<file path="config.mk">
export PLATFORM = sky130hd
export DESIGN_NAME = dm_unloader
export DESIGN_NICKNAME = d
export VERILOG_FILES = /design/src/rtl/dm_unloader_pkg.sv /design/src/rtl/dm_unloader.sv
export SDC_FILE = /design/constraint.sdc
export NUM_CORES = 1
export LEC_CHECK = 0
export BUFFER_PORTS_ARGS = -buffer_cell sky130_fd_sc_hd__buf_2
export CORE_MARGIN = 3
export CORE_UTILIZATION = 30
export DETAILED_ROUTE_END_ITERATION = 10
export PLACE_DENSITY = 0.52
export SLEW_MARGIN = 40
export SYNTH_ARGS = -nofsm -noshare
export SYNTH_HDL_FRONTEND = slang
export SYNTH_SLANG_ARGS = --single-unit
</file>
<file path="constraint.sdc">
create_clock -name clk -period 2.1 [get_ports clk]
set_input_delay 0.105 -clock clk [delete_from_list [all_inputs] [get_ports clk]]
set_output_delay 0.105 -clock clk [all_outputs]
set_load 0.01 [all_outputs]
</file>
<file path="src/rtl/dm_unloader_pkg.sv">
// DM unloader shared definitions.
// State encoding and default widths.
package dm_unloader_pkg;

  typedef enum logic [1:0] {
    IDLE  = 2'd0,
    READ  = 2'd1,
    WRITE = 2'd2,
    FIN   = 2'd3
  } state_e;

  localparam int DATA_SIZE_DEF     = 32;
  localparam int DM_ADDR_SIZE_DEF  = 15;
  localparam int MEM_ADDR_SIZE_DEF = 14;
  localparam int LEN_W             = 14;

endpackage

</file>
<file path="src/rtl/dm_unloader.sv">
// DM-to-MEM block copier.
// One READ/WRITE pair per word, then a FIN cycle.
module dm_unloader
  import dm_unloader_pkg::*;
#(
  parameter int DataSize    = DATA_SIZE_DEF,
  parameter int DMAddrSize  = DM_ADDR_SIZE_DEF,
  parameter int MEMAddrSize = MEM_ADDR_SIZE_DEF
) (
  input  logic                   clk,
  input  logic                   rst,
  input  logic                   start,
  input  logic [DMAddrSize-1:0]  dm_base,
  input  logic [MEMAddrSize-1:0] mem_base,
  input  logic [LEN_W-1:0]       length,
  output logic                   busy,
  output logic                   done,
  output logic [LEN_W-1:0]       word_cnt,
  output logic                   DM_enable,
  output logic                   DM_read,
  output logic [DMAddrSize-1:0]  DM_address,
  input  logic [DataSize-1:0]    DM_out,
  output logic                   MEM_en,
  output logic                   MEM_write,
  output logic                   MEM_read,
  output logic [MEMAddrSize-1:0] MEM_addr,
  output logic [DataSize-1:0]    MEM_din
);

  state_e                 state_q, state_d;
  logic [DMAddrSize-1:0]  dm_base_q;
  logic [MEMAddrSize-1:0] mem_base_q;
  logic [LEN_W-1:0]       len_q;
  logic [LEN_W-1:0]       cnt_q;
  logic                   accept;
  logic                   last;

  assign accept = (state_q == IDLE) && start;
  assign last   = (cnt_q + LEN_W'(1)) == len_q;

  // Next-state selection.
  always_comb begin
    state_d = state_q;
    unique case (state_q)
      IDLE: begin
        if (start) begin
          state_d = (length != '0) ? READ : FIN;
        end
      end
      READ:  state_d = WRITE;
      WRITE: state_d = last ? FIN : READ;
      FIN:   state_d = IDLE;
    endcase
  end

  // State, captured operands and word counter.
  always_ff @(posedge clk or negedge rst) begin
    if (!rst) begin
      state_q    <= IDLE;
      dm_base_q  <= '0;
      mem_base_q <= '0;
      len_q      <= '0;
      cnt_q      <= '0;
    end else begin
      state_q <= state_d;
      if (accept) begin
        dm_base_q  <= dm_base;
        mem_base_q <= mem_base;
        len_q      <= length;
        cnt_q      <= '0;
      end else if (state_q == WRITE) begin
        cnt_q <= cnt_q + LEN_W'(1);
      end
    end
  end

  // Strobes and addresses decoded from state only.
  always_comb begin
    busy       = (state_q != IDLE);
    done       = (state_q == FIN);
    DM_enable  = 1'b0;
    DM_read    = 1'b0;
    DM_address = '0;
    MEM_en     = 1'b0;
    MEM_write  = 1'b0;
    MEM_read   = 1'b0;
    MEM_addr   = '0;
    MEM_din    = '0;
    if (state_q == READ) begin
      DM_enable  = 1'b1;
      DM_read    = 1'b1;
      DM_address = dm_base_q + DMAddrSize'(cnt_q);
    end
    if (state_q == WRITE) begin
      MEM_en    = 1'b1;
      MEM_write = 1'b1;
      MEM_addr  = mem_base_q + MEMAddrSize'(cnt_q);
      MEM_din   = DM_out;
    end
  end

  assign word_cnt = cnt_q;

endmodule
</file>
; Word-level counts from Yosys, hierarchy flattened
; Cells that the tools add are included.
[op_classes]
eq_ne = 5
n_reduce_logical = 5
n_addsub = 3
n_mux = 11
[ops]
columns = cell, n
row1 = $mux W14, 3
row2 = $mux W32, 1
row3 = $add A15 B14 Y15, 1
row4 = $mux W15, 1
row5 = $add A14 B1 Y14 const B, 1
row6 = $add A14 B14 Y14, 1
row7 = $eq A14 B14 Y1, 1
row8 = $reduce_bool A14 Y1, 1
row9 = $pmux W2 S4, 1
row10 = $mux W2, 3
row11 = $eq A2 B2 Y1 const B, 2
row12 = $reduce_bool A2 Y1, 2
row13 = $eq A2 B1 Y1 const B, 1
row14 = $logic_not A2 Y1, 1
row15 = $mux W1, 2
row16 = $ne A2 B2 Y1 const B, 1
row17 = $logic_and A1 B1 Y1, 1
[word_totals]
elab_cells = 29
register_bits = 59
output_inout_bits = 82

; Longest topological paths before layout
[logic_depth]
word_depth = 4
depth_mapped = 9

; Worst setup path after synthesis
; No wires, ideal clock.
[synth_timing]
kind = register to output
start = register cnt_q[0], in the netlist word_cnt[0]
end = output DM_address[14]
slack_ns = -0.240
t_arrival_ns = 2.235
path_stages_with_launch = 9
n_path_buf = 0
cell_sequence = dfrtp_1 -> ha_1 -> fa_1 -> a211oi_1 -> o211a_1 -> o21ai_0 -> o21bai_1 -> a21oi_1 -> mux2i_1
[synth_between]
elab_chain_cells = 2
[synth_rtl]
columns = element, line
row1 = "start, declared", dm_unloader.sv:34  ; logic [LEN_W-1:0] cnt_q;
row2 = "start signal, assigned", dm_unloader.sv:72  ; cnt_q <= cnt_q + LEN_W'(1);
row3 = $add A15 B14 Y15, dm_unloader.sv:92  ; DM_address = dm_base_q + DMAddrSize'(cnt_q);
row4 = $mux W15, dm_unloader.sv:89  ; if (state_q == READ) begin
row5 = "end, declared", dm_unloader.sv:21  ; output logic [DMAddrSize-1:0] DM_address,
; No other way between the ends.

; Worst setup path after layout
[layout_timing]
start = register cnt_q[0], in the netlist word_cnt[0]
end = output DM_address[12]
; The elaborated chain is that of the path after synthesis.

==> results by group <==
Outcome
  – Status: finished with violations
  – Failing checks: negative setup slack

Floorplanning
  – Overall die width: 129 um
  – Core area: 14600 sq um
  – Ports: 160
  – Initial Utilization: 0.309
  – Row Count: between 40 and 50
  – DIE HEIGHT: between 100 and 150 um
  – Die area: 16500 sq um

GRT
  – Initial antenna violation count: 0
  – Global Route Usage Sum: 0.171
  – GRT overflow: 0
  – First-pass GRT wire length: between 20000 and 25000 um
  – Number of global-route vias before repair: around 4500
  – Largest net degree at the start of global routing: 50

STA
  – Clock skew: 0.00935 ns
  – Min Tclk post-route: 2.55 ns
  – Hold slack final: slightly below 0.009 ns
  – TNS Setup: -7.11 ns
  – FMAX: 393 MHz
  – Worst Tran Pin Value: 0.691 ns
  – RSZ-0062 raised after global routing: true
  – Max_slew headroom: 0.539
  – Max-slew violation count: 0
  – Final setup margin: -0.446 ns
  – Final setup viols: 23
  – Final hold vios: 0
  – Final worst-path cycle share: 1.21

CTS
  – Worst-path clk slew: around 0.050 ns
  – H-tree depth: 3
  – CTS Buf Count: 9
  – CTS tree: yes
  – CTS Buffer Depth: 2
  – Clk_lat worst skew: 0.33 ns
  – Sink Count: 59
  – CTS Root Cell: clkbuf_16

Routing
  – DRC viols: 0
  – Routed vias: roughly 4600
  – Post-DRT Antenna Nets: 0
  – Final wirelength: about 14000 um
  – Drt initial violations: between 150 and 200
  – Avg Vias per Cell: 5.05
  – DR WL/cell: around 16 um
  – TritonRoute pass-1 iters: 4

Critical path
  – R2R depth: 8
  – Worst path slowest cell: dfrtp_2
  – CP Data Required Time: 2.00 ns
  – Biggest cell delay along the critical path: ~0.44 ns
  – Crit Path Max Fanout: 3
  – Arrival time worst endpoint: roughly 2.4 ns
  – Setup slack, reg-to-reg: -0.12 ns
  – CP Cell Sequence: ha_4 > fa_2 > a211oi_2 > o211a_1 > o211ai_1 > a21oi_2 > xor2_1 > nor2_1 > buf_2
  – Type of origin of the critical path: register
  – Kind of critical path: register to output port
  – CP Capture Type: output port
  – R2r startpoint: word_cnt[1]$_DFFE_PN0P_
  – RR Endpoint: state_q[1]$_DFFE_PN0P_

Synthesis
  – Post-synth EDFFs: 0
  – Post-synth ARST share: 1.00
  – Synth warn: 0
  – Main combinational cell family by area after synthesis: simple AND/OR/NAND/NOR gates
  – Cells after synthesis: 491
  – Adder-Cell Fraction of Synth Area: 0.0867
  – Register bit total from synthesis: between 50 and 60
  – Mux contribution to synthesized area: 0.127
  – Count of cell types in the netlist: 56
  – Mapped Area: between 4000 and 5000 sq um
  – Synth Area in Simple Gates: 0.200
  – Sequential area share after synthesis: 0.328
  – Synth Net Count: 599
  – Complex-gate fraction of the synthesized area: 0.155
  – Xor-xnor portion of the synthesized cell area: 0.0564
  – Avg Inst Size Synth: 9.17 sq um
  – Ys flop type: dfrtp_1

Placed design
  – RePlAce Congestion: 0.845
  – Placed cell count: 874
  – Post-DP Area: around 5900 sq um
  – DP HPWL: approximately 11000 um
  – IO buf count: 158

Run
  – Max-Cap Viols: 0

Hold path
  – Hold path cells: 2
  – Tightest Hold Check Type: input pin to register
  – Hold_sp: dm_base[14]
  – Hold EP: dm_base_q[14]$_DFFE_PN0P_

Layout
  – Area growth, synth to finish: 50.8%
  – Share of cells above drive strength 1: 0.497
  – # diodes: 0
  – Core Util, Final: 0.466
  – Design Area, Final: 6790 sq um
  – Final #Nets: 834
  – Finished Layout Cells: between 900 and 1000

Power and ir drop
  – VDD IR max: 0.520 mV
  – P per Cell Area: 1180 nW/um^2
  – LEAKAGE: 3.32 nW
[state kept, by name, summed over array words and instances, names as in the netlist]
| register | flops |
|---|---|
| mem_base_q | 14 |
| len_q | 14 |
| dm_base_q | 15 |
| word_cnt | 14 |
| state_q | 2 |
[layer usage]
layer	routed length (um)	global-route usage	up-vias
li1	-	-	2232
met1	6330	0.229	2237
met2	7070	0.278	128
met3	801	0.0353	25
met4	277	0.0556	0
met5	0	0	-
[where the power goes]
group / internal (mW) / switching (mW)
clock: 0.858 / 0.542
combinational: 2.29 / 2.33
sequential: 1.61 / 0.413
[layout make-up]
type / count / area, sq um
clock buffer: 12 / 256
inverter: 17 / 63.8
multi-input combinational: 388 / 3170
clock inverter: 4 / 25.0
tap: 184 / 230
sequential: 59 / 1490
fill: 1369 / 7800
timing repair buffer: 251 / 1560
[cells in the mapped netlist (3+ instances only)]
cell type	count	area (sq um)
buf_4	8	60.1
o22ai_1	3	18.8
o211ai_1	4	30.0
nor4_1	8	50.1
or3_1	3	18.8
xor2_1	12	105
nor2_1	35	131
a21o_1	9	67.6
a31oi_1	4	25.0
o2111ai_1	3	26.3
ha_1	28	350
a211oi_1	4	30.0
buf_2	8	40.0
mux2i_1	10	100
a21oi_1	24	120
and3_1	4	25.0
xnor2_1	17	149
and2_1	38	238
inv_1	17	63.8
dfrtp_1	59	1480
clkbuf_1	10	37.5
nand3_1	10	50.1
nor3_1	11	55.1
o31ai_1	7	52.6
o21a_1	7	52.6
nor2b_1	4	25.0
o21ai_0	28	140
nand2b_1	8	50.1
o21bai_1	5	37.5
mux2_2	42	473
nand2_1	26	97.6
nand4_1	6	37.5
[placed cells by master, fill, tap and decap left out, drive strengths merged, types with 9 or more instances in the layout]
cell type    n
a21o         9
o21ai       29
mux2i       10
xor2        12
ha          28
clkbuf      12
inv         17
nand3       11
a21oi       24
xnor2       17
nor3        12
and2        39
dfrtp       59
buf        243
mux2        42
nor2        35
nand2       26
[stage by stage]
step | power, mW | setup slack, ns
3_5_place_dp | 6.12 | -0.229
3_3_place_gp | 6.02 | -0.212
5_1_grt | 8.70 | -0.579
4_1_cts | 7.81 | -0.501
6_report | 8.05 | -0.446
2_1_floorplan | 4.55 | -0.0459
[cell families (layout without fill, tap and decap cells)]
logic type | Yosys count | count (layout)
AND/OR/NAND/NOR | 168 | 168
adder cells (fa/ha/maj) | 30 | 30
AO/OA/AOI/OAI | 108 | 108
other | 1 | 1
flip-flops | 59 | 59
XOR/XNOR | 29 | 29
buffers and inverters | 44 | 284
multiplexers | 52 | 52
[worst max path at each step]
stage / from / end / slack (ns) / cells after the start
final: word_cnt[0]$_DFFE_PN0P_ / DM_address[12] / -0.45 / 9
after global placement: word_cnt[1]$_DFFE_PN0P_ / DM_address[7] / -0.21 / 8
after floorplan: word_cnt[0]$_DFFE_PN0P_ / DM_address[14] / -0.05 / 8
after detailed placement: word_cnt[0]$_DFFE_PN0P_ / MEM_addr[10] / -0.23 / 10
after CTS: word_cnt[0]$_DFFE_PN0P_ / DM_address[12] / -0.50 / 9
after global routing: word_cnt[0]$_DFFE_PN0P_ / DM_address[14] / -0.58 / 9
[worst max-delay path: cells and delay by family (launching register included)]
family	cells	cell delay, ns
XOR/XNOR	1	0.16
buffers and inverters	1	0.13
adder cells (fa/ha/maj)	2	0.53
flip-flops	1	0.44
AO/OA/AOI/OAI	4	0.78
AND/OR/NAND/NOR	1	0.06
[timing repair]
item                                    4_1_cts  5_1_grt
hold buffers                                  7        1
pin swaps                                    33       32
hold endpoints to repair                     29        1
cloned                                        0        0
buffers inserted                             14        8
resized for setup                            44       39
endpoints found under the setup margin       24       27
No activity file was read; power rests on OpenSTA's default activity.
